[src/rtl/noc_pkg.sv]
// rtl/noc_pkg.sv - shared NoC router constants, port indices and port FSM encoding
package noc_pkg;
  localparam int DATA_WIDTH = 37;
  localparam int NUM_PORTS  = 5;

  localparam logic [2:0] PORT_W = 3'd0;
  localparam logic [2:0] PORT_S = 3'd1;
  localparam logic [2:0] PORT_E = 3'd2;
  localparam logic [2:0] PORT_N = 3'd3;
  localparam logic [2:0] PORT_L = 3'd4;

  typedef enum logic {
    ST_IDLE = 1'b0,
    ST_ACK  = 1'b1
  } port_state_t;

  function automatic logic [2:0] next_port(input logic [2:0] p);
    return (p >= PORT_L) ? PORT_W : p + 3'd1;
  endfunction
endpackage

[src/rtl/rr_arbiter5.sv]
// rtl/rr_arbiter5.sv - five-way round-robin arbiter, scan starts at ptr and ascends mod 5
module rr_arbiter5
  import noc_pkg::*;
(
  input  logic [4:0] req,
  input  logic [2:0] ptr,
  output logic [4:0] grant,
  output logic [2:0] grant_idx,
  output logic       valid
);

  logic [2:0] scan;

  always_comb begin
    grant     = '0;
    grant_idx = PORT_W;
    valid     = 1'b0;
    // an out-of-range pointer restarts the scan at W
    scan      = (ptr > PORT_L) ? PORT_W : ptr;
    for (int k = 0; k < NUM_PORTS; k++) begin
      if (!valid && req[scan]) begin
        valid     = 1'b1;
        grant_idx = scan;
      end
      scan = next_port(scan);
    end
    if (valid) grant = 5'b00001 << grant_idx;
  end

endmodule

[src/rtl/in_port.sv]
// rtl/in_port.sv - router input port: arbitrates five four-phase senders into one FIFO write stream
module in_port
  import noc_pkg::*;
#(
  parameter int DATA_WIDTH = noc_pkg::DATA_WIDTH
) (
  input  logic                  clk,
  input  logic                  reset,
  input  logic [DATA_WIDTH-1:0] dataInL,
  input  logic [DATA_WIDTH-1:0] dataInN,
  input  logic [DATA_WIDTH-1:0] dataInE,
  input  logic [DATA_WIDTH-1:0] dataInS,
  input  logic [DATA_WIDTH-1:0] dataInW,
  input  logic                  Inr_L,
  input  logic                  Inr_N,
  input  logic                  Inr_E,
  input  logic                  Inr_S,
  input  logic                  Inr_W,
  output logic                  Inw_L,
  output logic                  Inw_N,
  output logic                  Inw_E,
  output logic                  Inw_S,
  output logic                  Inw_W,
  output logic [DATA_WIDTH-1:0] DataFiFo,
  output logic                  wrreq,
  input  logic                  full
);

  logic [4:0]            req;
  logic [DATA_WIDTH-1:0] data_in [NUM_PORTS];

  port_state_t           state, state_d;
  logic [2:0]            rr_ptr, rr_ptr_d;
  logic [2:0]            gnt_idx, gnt_idx_d;
  logic [4:0]            inw, inw_d;
  logic [DATA_WIDTH-1:0] data_q, data_d;
  logic                  wrreq_q, wrreq_d;

  logic [4:0]            arb_grant;
  logic [2:0]            arb_idx;
  logic                  arb_valid;

  assign req = {Inr_L, Inr_N, Inr_E, Inr_S, Inr_W};

  assign data_in[PORT_W] = dataInW;
  assign data_in[PORT_S] = dataInS;
  assign data_in[PORT_E] = dataInE;
  assign data_in[PORT_N] = dataInN;
  assign data_in[PORT_L] = dataInL;

  rr_arbiter5 u_arb (
    .req       (req),
    .ptr       (rr_ptr),
    .grant     (arb_grant),
    .grant_idx (arb_idx),
    .valid     (arb_valid)
  );

  always_ff @(posedge clk or negedge reset) begin
    if (!reset) begin
      state   <= ST_IDLE;
      rr_ptr  <= PORT_W;
      gnt_idx <= PORT_W;
      inw     <= '0;
      data_q  <= '0;
      wrreq_q <= 1'b0;
    end else begin
      state   <= state_d;
      rr_ptr  <= rr_ptr_d;
      gnt_idx <= gnt_idx_d;
      inw     <= inw_d;
      data_q  <= data_d;
      wrreq_q <= wrreq_d;
    end
  end

  always_comb begin
    state_d   = state;
    rr_ptr_d  = rr_ptr;
    gnt_idx_d = gnt_idx;
    inw_d     = inw;
    data_d    = data_q;
    wrreq_d   = 1'b0;
    case (state)
      ST_IDLE: begin
        inw_d = '0;
        if (!full && arb_valid) begin
          data_d    = data_in[arb_idx];
          wrreq_d   = 1'b1;
          inw_d     = arb_grant;
          gnt_idx_d = arb_idx;
          state_d   = ST_ACK;
        end
      end
      ST_ACK: begin
        // acknowledge tracks the granted request; its fall closes the handshake
        if (!req[gnt_idx]) begin
          inw_d    = '0;
          rr_ptr_d = next_port(gnt_idx);
          state_d  = ST_IDLE;
        end
      end
      default: begin
        inw_d   = '0;
        state_d = ST_IDLE;
      end
    endcase
  end

  assign DataFiFo = data_q;
  assign wrreq    = wrreq_q;
  assign Inw_W    = inw[0];
  assign Inw_S    = inw[1];
  assign Inw_E    = inw[2];
  assign Inw_N    = inw[3];
  assign Inw_L    = inw[4];

endmodule

[config.mk]
export PLATFORM = sky130hd
export DESIGN_NAME = in_port
export DESIGN_NICKNAME = d
export VERILOG_FILES = /design/src/rtl/noc_pkg.sv /design/src/rtl/rr_arbiter5.sv /design/src/rtl/in_port.sv
export SDC_FILE = /design/constraint.sdc
export NUM_CORES = 1
export LEC_CHECK = 0
export BUFFER_PORTS_ARGS = -buffer_cell sky130_fd_sc_hd__buf_2
export CORE_ASPECT_RATIO = 0.8
export CORE_MARGIN = 1
export CORE_UTILIZATION = 45
export CTS_BUF_LIST = sky130_fd_sc_hd__clkbuf_4 sky130_fd_sc_hd__clkbuf_8
export CTS_CLUSTER_SIZE = 40
export DETAILED_ROUTE_END_ITERATION = 12
export PLACE_DENSITY = 0.87
export SLEW_MARGIN = 20
export SYNTH_ARGS = -nofsm -noshare
export SYNTH_HDL_FRONTEND = slang
export SYNTH_SLANG_ARGS = --single-unit
[constraint.sdc]
create_clock -name clk -period 5.8 [get_ports clk]
set_clock_uncertainty 0.2 [all_clocks]
set_input_delay 0.58 -clock clk [delete_from_list [all_inputs] [get_ports clk]]
set_output_delay 0.58 -clock clk [all_outputs]
set_load 0.01 [all_outputs]
# --- After elaboration in Yosys (flattened, before gate mapping) ---
# Cells that the tools add are included.
word_totals:
  register_bits: 50
  out_inout_bits: 43
  in_bits: 193
  wordCells: 80
op_classes:
  reduce_logical: 12
  n_bitwise: 3
  add_sub_neg: 5
  muxes: 39
  shift: 1
  order_cmp: 13
  eq_ne: 1
op_table:
  columns: ["cell", "n"]
  rows:
  - ["binary-select mux 37 bit (select 3 bit)", 1]
  - ["2-to-1 mux 37 bit", 2]
  - ["2-to-1 mux 3 bit", 11]
  - ["< comparator 3 x 4 -> 1 bit (second input constant)", 6]
  - ["binary-select mux 1 bit (select 3 bit)", 6]
  - ["adder 3 x 1 -> 3 bit (second input constant)", 5]
  - [">= comparator 3 bit (second input constant)", 5]
  - ["2-to-1 mux 5 bit", 3]
  - ["2-to-1 mux 1 bit", 14]
  - ["case mux 5 bit (2 select lines)", 1]
  - ["logical AND 1 bit", 5]
  - ["logical NOT 1 bit", 5]
  - ["left shift 1 x 3 -> 5 bit (first input constant)", 1]
  - [">= comparator 4 bit (second input constant)", 1]
  - ["NOT 3 -> 4 bit", 1]
  - ["AND reduction 2 bit", 2]
  - ["greater-than comparator 3 bit (second input constant)", 1]
  - ["inequality test 2 bit (second input constant)", 1]
  - ["NOT 1 bit", 2]
  - ["case mux 1 bit (2 select lines)", 1]

# --- Longest topological paths before layout ---
# Gate-level depths: netlist (run 1).
depth:
  depth_word: 21
  mapped_depth: 19
  mapped_depth_nobuf: 14

# --- Modules after synthesis ---
# Synthesis (run 1) repeated with hierarchy kept, for this count alone.
hier_totals:
  cells_unflattened: 394
  area_unflattened_um2: 4111.4
by_module_without_submodules:
  columns: ["mod", "seq_area_each_um2", "n_inst", "cells_each", "area_per_inst_um2"]
  rows:
  - ["in_port", 1251.2, 1, 256, 3098.0]
  - ["rr_arbiter5", 0.0, 1, 138, 1013.5]

# --- Worst setup path before layout (run 1) ---
# OpenSTA, ideal clock, no wires.
synth_path:
  path_kind: "reg2reg"
  from: "reg rr_ptr[2]"
  to: "reg data_q[36], in the netlist DataFiFo[36]"
  required_time_ps: 5454
  t_arrival_ps: 3733
  n_path_buf: 4
  setup_slack_ps: 1721
  synth_period_minus_slack_ps: 4079
  setup_ps: 146
  path_stages_with_launch: 18
  path_cell_list: "dfrtp_1 -> buf_2 -> nand2b_1 -> inv_1 -> ha_1 -> clkbuf_1 -> o21ai_0 -> ha_1 -> inv_1 -> a21oi_1 -> a221oi_2 -> o211ai_1 -> a2111o_1 -> or4_1 -> nand4b_1 -> buf_2 -> buf_4 -> o221ai_1"
synth_between:
  elab_chain_len: 21
  word_cells_on_any_way: 48
  cone_classes: "4 x add/sub; 5 x order compare; 28 x mux; 1 x bitwise; 10 x reduce/logical"
synth_rtl:
  columns: ["item", "line", "rtl"]
  rows:
  - ["start, declared", "in_port.sv:33", "logic [2:0] rr_ptr, rr_ptr_d;"]
  - ["start signal, assigned", "in_port.sv:69", "rr_ptr <= rr_ptr_d;"]
  - ["greater-than comparator 3 bit", "rr_arbiter5.sv:19", "scan = (ptr > PORT_L) ? PORT_W : ptr;"]
  - ["2-to-1 mux 3 bit *", "rr_arbiter5.sv:19", null]
  - ["parallel branches: the longest is 19 deep, another holds adder 3 x 1 -> 3 bit", null, null]
  - ["end signal, assigned", "in_port.sv:72", "data_q <= data_d;"]
  - ["end, declared", "in_port.sv:36", "logic [DATA_WIDTH-1:0] data_q, data_d;"]
# Mark *: on every way between the ends. The select of a mux whose other input is x is not followed.
# A chain may end at the register's enable or synchronous reset.

# --- Worst setup path after layout (run 1) ---
layout_path:
  from: "reg rr_ptr[2]"
  to: "reg data_q[8], in the netlist DataFiFo[8]"
# Same word-level chain as after synthesis.

==> results of run 1 <==
[layer usage]
layer | routed length [um] | vias to the layer above | track usage, %
met3 | 1040 | 31 | 5.70
met4 | 309 | 0 | 11.7
met1 | 5560 | 2007 | 37.9
met2 | 6520 | 249 | 50.0
li1 | - | 1978 | -
met5 | 0 | - | 0
[kinds of logic (layout without fill, tap and decap cells)]
group,count (synthesis),after routing,synth area share (%)
and+or+nand+nor,70,70,10.5
buffers and inverters,47,265,6.37
DFF,50,50,33.2
AOI/OAI and AO/OA,141,141,28.0
adders and majority gates,3,3,0.995
muxes,78,78,21.0
[power by group through the flow]
stage | registers, uW | clock network, uW | logic (uW)
global route | 637 | 272 | 2440
detailed placement | 617 | 0 | 2250
CTS | 615 | 262 | 2250
global placement | 613 | 0 | 2180
floorplan | 668 | 0 | 1630
finish | 618 | 251 | 2260
[cells in the final DEF (no fill, tap or decap), types with 7 or more instances in the layout]
cell type and instances:
a21oi_1 11, a22oi_1 39, buf_2 235, buf_4 10, dfrtp_1 50, inv_1 8
mux2i_1 77, nand2_1 19, nand2b_1 7, o21ai_0 13, o221ai_1 39
[state kept, by name, summed over array words and instances, names as in the netlist]
| signal | count |
|---|---|
| inw | 5 |
| gnt_idx | 3 |
| state | 1 |
| wrreq | 1 |
| rr_ptr | 3 |
| DataFiFo | 37 |
[layout make-up]
| type | count | area (um2) | area share [%] |
|---|---|---|---|
| well taps | 108 | 135 | 2.63 |
| clock buffers | 6 | 82.6 | 1.61 |
| inverters | 11 | 41.3 | 0.805 |
| flip-flops and latches | 50 | 1250 | 24.4 |
| clock inverters | 1 | 30.0 | 0.586 |
| repair buffers | 247 | 1290 | 25.2 |
| multi-input cells | 292 | 2300 | 44.8 |
[final timing paths]
check	from	end	slack, ns	depth (start not counted)
max	rr_ptr[2]	DataFiFo[8]	0.59	15
min	reset	DataFiFo[5]	0.18	2
max reg2reg	rr_ptr[2]	DataFiFo[8]	0.59	15
min reg2reg	inw[4]	inw[4]	0.28	1
max in group asynchronous	reset	wrreq	4.76	2
min in group clk	inw[4]	inw[4]	0.28	1
[per-stage QoR]
step,area (um2),worst slack (ns)
after floorplan,3770,1.72
after global placement,5020,0.897
after detailed placement,5020,0.713
after CTS,5130,0.710
after global routing,5130,0.345
final,5130,0.587
[worst max-delay path: stages (launching register included)]
cell and delay [ns]:
dfrtp_1 0.83, nand2b_1 0.32, inv_2 0.09, ha_1 0.31
o21ai_0 0.33, ha_1 0.35, inv_1 0.13, a21oi_1 0.08
a221oi_2 0.29, o211ai_1 0.19, a2111o_1 0.45, or4_1 0.52
a21oi_4 0.37, buf_4 0.41, a22oi_1 0.13, o221ai_1 0.11
==> results.py, run 1 <==
metrics = {
    "clocking": {
        "ctsHtreeMaxLevel": 2,
        "cts_buffer_depth": 2,
        "cts.sinks": 50,
        "postCtsSetupBuffers": 0,
        "cts_tree": "done",
        "ctsResizeCount": 0,
        "clock_latency_ns": 0.30,
        "cts_root_buffer": "clkbuf_8",
        "clkTransAtPathRegs_ns": 0.09,
        "cts-buffers-inserted": 5,
        "cts_hold_buffers": 0,
    },
    "critical_path": {
        "path_class": "flop to flop",
        "cp-end-kind": "flop",
        "crit_fanout": 30,
        "cp.arrival_ns": 5.23,
        "cp.required_ns": 5.81,
        "critPathLaunchType": "flop",
    },
    "layout": {
        "fin_util_pct": 64.0,
        "fill_cells": 666,
        "antenna_cells": 0,
        "drive_above_1_share_pct": 43.7,
        "final_cells": 715,
        "finalNetCount": 803,
        "area_delta_synth_final_pct": 35.9,
    },
    "drt": {
        "viasPerCell": 5.97,
        "antenna_left": 0,
        "drc": 0,
        "avgRoutedWirePerCell_um": 18.8,
        "first_pass_iters": 5,
        "wl_um": 13400,
        "vias": 4265,
        "drtIter0Drc": 244,
    },
    "synth": {
        "syn_inst": 389,
        "synth_cell_types": 56,
        "yosysWarnings": 0,
        "synth_edf_count": 0,
        "ys.flop_type": "dfrtp_1",
        "synth_top_area_cell": "dfrtp_1",
        "ys_seq_area_share_pct": 33.2,
        "synth_area_mm2": 0.00377,
        "synth.most_common_cell": "mux2i_1",
        "ys_ff_latch": 50,
        "synthArstFlopShare_pct": 100,
        "synth.area.top_cells": "dfrtp_1 (33%), mux2i_1 (20%), o221ai_1 (9.1%)",
        "synth_common_cells": "mux2i_1 (77), dfrtp_1 (50), a22oi_1 (39), o221ai_1 (39), nand2_1 (19)",
        "syn_avg_cell_area_um2": 9.70,
        "syn-num-nets": 585,
        "synthDominantCellAreaShare_pct": 33.2,
    },
    "timing": {
        "tightest_slew_ns": 0.737,
        "finalMaxSlewViolations": 0,
        "min_period_ns": 5.21,
        "rsz0062_at_grt": "false",
        "post-route-period-util_pct": 89.9,
        "setup_viol": 0,
        "setup_tns_ns": 0,
        "hold_ws_ns": 0.177,
        "hold_viol_final": 0,
        "fmax_ghz": 0.192,
        "timing.slew.headroom_pct": 50.9,
    },
    "place": {
        "numPortBuffers": 235,
        "gp_congestion": 1.04,
        "dp_hpwl_um": 10200,
        "place_inst": 708,
    },
    "floorplan": {
        "rows": 29,
        "placeableCoreArea_mm2": 0.00802,
        "start_util_pct": 47.1,
        "io_pins": 236,
        "fp.dieH_um": 83.9,
        "die-area_mm2": 0.00876,
        "die_w_um": 104,
    },
    "grt": {
        "antenna_found_initial": 0,
        "grt_pass1_vias": 4178,
        "track_usage_pct": 29.8,
        "grt_pass1_wl_um": 20600,
        "grt-ovfl-total": 0,
        "grt_start_max_net_pins": 51,
    },
    "pwr": {
        "leakage_uw": 0.00270,
        "powerDensity_mw_per_mm2": 610,
        "totalPowerFinal_uw": 3130,
        "switchingPower_uw": 1470,
        "ir_worst_vdd_mv": 0.325,
        "pwr-share-seq_pct": 19.7,
        "p_int_uw": 1660,
        "comb_power_share_pct": 72.2,
        "p_sw_share_pct": 46.9,
        "pwr-share-clk_pct": 8.0,
    },
    "min_path": {
        "hold_class": "primary input to async pin",
    },
    "run_status": {
        "status": "finished clean",
    },
    "job": {
        "drv_cap": 0,
    },
}
No activity file was read; power rests on OpenSTA's default activity.
==> inputs of run 2 (changes only) <==
- CELL_PAD_IN_SITES_DETAIL_PLACEMENT: unset -> 0
- CELL_PAD_IN_SITES_GLOBAL_PLACEMENT: unset -> 1
- CORE_UTILIZATION: 45 -> 31
- PLACE_DENSITY: 0.87 -> unset
- PLACE_DENSITY_LB_ADDON: unset -> 0.1
==> run 2 against run 1 <==
  * The flow now finishes with violations (design-rule violations)
  * Via count down 5.0%
  * Power down 2.2%
  * Largest power group unchanged
  * Register-to-register slack better by 0.13 ns
  * Routed wire length down 1.4%
  * Final cell count up 5.3%
  * Critical path type unchanged
==> results.py, run 2 (synthesis results as in run 1) <==
metrics = {
    "run_status": {
        "status": "finished with violations",
        "violations": "design-rule violations",
    },
    "drt": {
        "wl_um": 13200,
        "antenna_left": 0,
        "viasPerCell": 5.38,
        "drtIter0Drc": 240,
        "drc": 17,
        "avgRoutedWirePerCell_um": 17.6,
        "first_pass_iters": 8,
        "vias": 4052,
    },
    "timing": {
        "finalMaxSlewViolations": 0,
        "hold_viol_final": 0,
        "fmax_ghz": 0.197,
        "setup_tns_ns": 0,
        "rsz0062_at_grt": "false",
        "tightest_slew_ns": 0.662,
        "setup_viol": 0,
        "min_period_ns": 5.09,
        "post-route-period-util_pct": 87.7,
        "timing.slew.headroom_pct": 55.9,
    },
    "clocking": {
        "clkTransAtPathRegs_ns": 0.09,
        "clock_latency_ns": 0.31,
        "cts_tree": "done",
        "postCtsSetupBuffers": 0,
        "cts_root_buffer": "clkbuf_8",
        "ctsResizeCount": 0,
        "cts_buffer_depth": 2,
        "cts-buffers-inserted": 5,
        "ctsHtreeMaxLevel": 2,
        "cts.sinks": 50,
        "cts_hold_buffers": 0,
    },
    "critical_path": {
        "cp.required_ns": 5.76,
        "critical_path.max_stage_delay_ns": 0.78,
        "crit_slowest_cell": "dfrtp_1",
        "cp.arrival_ns": 5.05,
        "cp-end-kind": "flop",
        "critPathLaunchType": "flop",
        "crit_fanout": 39,
        "crit_chain": "nand2b_1, inv_2, ha_1, o21ai_0, ha_1, nand2_1, or4_1, a31oi_1, a2111oi_0, a31oi_1, a211o_1, inv_2, nand4b_1, buf_4, o221ai_1",
        "path_class": "flop to flop",
    },
    "grt": {
        "grt-ovfl-total": 0,
        "grt_start_max_net_pins": 51,
        "grt_pass1_vias": 3977,
        "track_usage_pct": 20.3,
        "grt_pass1_wl_um": 20300,
        "antenna_found_initial": 0,
    },
    "place": {
        "gp_congestion": 0.880,
        "dp_hpwl_um": 10000,
        "numPortBuffers": 235,
    },
    "pwr": {
        "comb_power_share_pct": 72.7,
        "p_int_uw": 1600,
        "totalPowerFinal_uw": 3060,
        "pwr-share-seq_pct": 20.2,
        "pwr-share-clk_pct": 7.1,
        "p_sw_share_pct": 47.6,
        "powerDensity_mw_per_mm2": 596,
        "ir_worst_vdd_mv": 0.293,
        "leakage_uw": 0.00267,
        "switchingPower_uw": 1460,
    },
    "floorplan": {
        "fp.dieH_um": 101,
        "die-area_mm2": 0.0126,
        "start_util_pct": 32.3,
        "io_pins": 236,
        "rows": 35,
        "die_w_um": 125,
        "placeableCoreArea_mm2": 0.0117,
    },
    "layout": {
        "largest_register_ffs": 37,
        "area_delta_synth_final_pct": 36.2,
        "most-common-layout-cells": "buf_2 (235), mux2i_1 (77), dfrtp_1 (50)",
        "layout_commonest_cell": "buf_2",
        "drive_above_1_share_pct": 43.5,
        "finalNetCount": 800,
        "antenna_cells": 0,
    },
    "job": {
        "drv_cap": 0,
    },
    "min_path": {
        "hold_class": "primary input to async pin",
    },
}
==> run 2: changes by cell type in the layout (fill, tap and decap cells not counted), sizes merged <==
cell	previous run	this run
clkinv	0	1
clkinvlp	0	1
bufinv	1	0
buf	247	244
==> run 2: metal layers <==
layer / track usage (%) / share of wire, % / vias to the layer above
met1: 24.8 / 41 / 1884
met3: 4.62 / 7.7 / 12
met4: 4.13 / 0.88 / 0
li1: - / - / 1974
met2: 36.8 / 50 / 182
met5: 0 / 0 / -
==> run 2: final timing paths <==
path                       depth (start not counted)      endpoint  slack, ns      start
max                                               15   DataFiFo[0]       0.71  rr_ptr[2]
min                                                2  DataFiFo[31]       0.17      reset
max reg2reg                                       15   DataFiFo[0]       0.71  rr_ptr[2]
min reg2reg                                        1        inw[4]       0.28     inw[4]
max in group asynchronous                          2   DataFiFo[6]       4.79      reset
min in group clk                                   1        inw[4]       0.28     inw[4]
==> run 2: layout make-up <==
cell class                 instances  area [um2]
fill                            1168        6550
multi-input combinational        292        2300
timing repair buffer             244        1270
sequential                        50        1250
tap                              148         185
clock buffer                       6        82.6
inverter                          11        41.3
clock inverter                     2        12.5
==> run 2: through the flow <==
stage	std cells	worst slack, ns	area (um2)	utilization (%)	hold slack, ns
floorplan	389	1.72	3770	-	0.0844
global placement	745	0.960	5040	43.1	0.257
detailed placement	745	0.761	5040	43.1	0.265
CTS	753	0.736	5140	43.9	0.199
global route	753	0.221	5140	43.9	0.218
finish	753	0.714	5140	43.9	0.167
==> run 2: power groups by stage <==
stage                     Combinational, uW  Clock, uW  Sequential (uW)
after global placement                 2220          0              628
after floorplan                        1630          0              668
after CTS                              2240        226              622
after global routing                   2440        243              644
final                                  2230        218              620
after detailed placement               2240          0              626
==> run 2: worst max-delay path: cells and delay by family, from the launching register on <==
family                   cells  cell delay, ns
AO/OA/AOI/OAI                6            1.86
AND/OR/NAND/NOR              4            0.89
flip-flops                   1            0.78
adder cells (fa/ha/maj)      2            0.60
buffers and inverters        3            0.59
==> inputs of run 3 (changes only) <==
- CORE_ASPECT_RATIO: 0.8 -> 1.75
- PLACE_DENSITY: unset -> 0.87
- PLACE_DENSITY_LB_ADDON: 0.1 -> unset
==> run 3 against run 2 <==
  * Cell area fell by 0.66%
  * The run now ends clean
  * Sequential share of layout area is 0.16 points higher
  * Sequential power about the same
==> results.py, run 3 (synthesis results as in run 1) <==
metrics = {
    "critical_path": {
        "path_buf_inv": 3,
        "cp.required_ns": 5.82,
        "reg2regPathDepth": 15,
        "crit_chain": "nand2b_1, inv_2, ha_1, o21ai_0, ha_1, inv_1, a21oi_1, a221oi_2, o211ai_1, a2111o_1, or4_1, a21oi_4, buf_4, a22oi_1, o221ai_1",
        "critPathLaunchType": "flop",
        "critPathTopFamily": "compound AO/OA/AOI/OAI gates",
        "crit_slowest_cell": "dfrtp_1",
        "critical_path.max_stage_delay_ns": 0.79,
        "crit_fanout": 26,
        "cp.arrival_ns": 5.09,
        "cp-end-kind": "flop",
        "path_common_cell": "ha_1",
        "cp_num_cells": 15,
        "path_class": "flop to flop",
    },
    "clocking": {
        "clkTransAtPathRegs_ns": 0.10,
        "ctsResizeCount": 0,
        "cts_buffer_depth": 2,
        "clock_latency_ns": 0.31,
        "cts-buffers-inserted": 5,
        "cts_tree": "done",
        "cts_hold_buffers": 0,
        "postCtsSetupBuffers": 0,
        "cts_root_buffer": "clkbuf_8",
        "cts.sinks": 50,
        "ctsHtreeMaxLevel": 2,
    },
    "grt": {
        "grt_pass1_vias": 4266,
        "track_usage_pct": 20.5,
        "grt_pass1_wl_um": 20500,
        "grt_start_max_net_pins": 79,
        "antenna_found_initial": 0,
        "grt-ovfl-total": 0,
    },
    "min_path": {
        "hold_class": "primary input to async pin",
    },
    "drt": {
        "antenna_left": 0,
        "vias": 4177,
        "drc": 0,
        "first_pass_iters": 5,
        "avgRoutedWirePerCell_um": 17.6,
        "wl_um": 13100,
        "viasPerCell": 5.64,
        "drtIter0Drc": 217,
    },
    "place": {
        "dp_hpwl_um": 9990,
        "postPlaceCellArea_mm2": 0.00501,
        "numPortBuffers": 235,
        "gp_congestion": 0.929,
    },
    "timing": {
        "finalMaxSlewViolations": 0,
        "min_period_ns": 5.07,
        "tightest_slew_ns": 0.687,
        "timing.slew.headroom_pct": 54.2,
        "setup_tns_ns": 0,
        "fmax_ghz": 0.197,
        "post-route-period-util_pct": 87.5,
        "hold_viol_final": 0,
        "rsz0062_at_grt": "false",
        "setup_viol": 0,
    },
    "floorplan": {
        "die_w_um": 85.4,
        "placeableCoreArea_mm2": 0.0119,
        "die-area_mm2": 0.0126,
        "start_util_pct": 31.6,
        "fp.dieH_um": 148,
        "rows": 53,
        "io_pins": 236,
    },
    "layout": {
        "drive_above_1_share_pct": 43.4,
        "fill_cells": 1212,
        "antenna_cells": 0,
        "largest_register_ffs": 37,
        "layout_commonest_cell": "buf_2",
        "fin_util_pct": 42.8,
        "post-route-cell-area_mm2": 0.00510,
        "finalNetCount": 799,
        "most-common-layout-cells": "buf_2 (235), mux2i_1 (77), dfrtp_1 (50)",
        "area_delta_synth_final_pct": 35.3,
    },
    "pwr": {
        "leakage_uw": 0.00267,
        "powerDensity_mw_per_mm2": 597,
        "ir_worst_vdd_mv": 0.414,
        "totalPowerFinal_uw": 3050,
    },
    "job": {
        "drv_cap": 0,
    },
    "run_status": {
        "status": "finished clean",
    },
}
## run 3: changes by cell type in the layout (fill, tap and decap cells not counted), sizes merged
cell / change
buf: -1
clkinvlp: -1
clkbuf: +1
## run 3: layout make-up
| cell class | count | area [um2] | area share (%) |
|---|---|---|---|
| Clock buffer | 7 | 90.1 | 1.76 |
| Clock inverter | 1 | 5.00 | 0.0980 |
| Inverter | 11 | 41.3 | 0.809 |
| Multi-Input combinational cell | 292 | 2300 | 45.0 |
| Sequential cell | 50 | 1250 | 24.5 |
| Tap cell | 137 | 171 | 3.36 |
| Timing Repair Buffer | 243 | 1250 | 24.5 |
## run 3: layer usage
layer / up-vias / share of wire [%] / global-route usage [%]
met4: 0 / 3.1 / 10.2
li1: 1970 / - / -
met1: 2008 / 37 / 22.2
met2: 167 / 56 / 38.3
met5: - / 0 / 0
met3: 32 / 3.8 / 2.40
## run 3: worst paths after layout
check                          start            to  slack (ns)
hold reg to reg               inw[4]        inw[4]        0.30
max in group asynchronous      reset  DataFiFo[12]        4.78
min in group clk              inw[4]        inw[4]        0.30
setup / recovery           rr_ptr[2]  DataFiFo[27]        0.73
hold / removal                 reset   DataFiFo[9]        0.17
setup reg to reg           rr_ptr[2]  DataFiFo[27]        0.73
## run 3: metrics by stage
step,worst slack [ns],hold slack (ns),instances
after CTS,0.776,0.207,741
after floorplan,1.72,0.0844,389
after global placement,0.920,0.267,733
after detailed placement,0.780,0.275,733
after global routing,0.413,0.240,741
final,0.728,0.169,741
## run 3: worst reg2reg max path, stage by stage, from the launching register on
cell and delay [ns]:
dfrtp_1 0.79, nand2b_1 0.32, inv_2 0.09, ha_1 0.31, o21ai_0 0.26, ha_1 0.34
inv_1 0.14, a21oi_1 0.08, a221oi_2 0.26, o211ai_1 0.19, a2111o_1 0.46, or4_1 0.51
a21oi_4 0.42, buf_4 0.39, a22oi_1 0.13, o221ai_1 0.11
## run 3: where the power goes
group	total, uW	leakage (uW)	internal [uW]	switching, uW
registers	621	0.000629	516	105
clock network	224	0.0000517	101	122
logic	2200	0.00199	967	1230
total	3050	0.00267	1580	1460
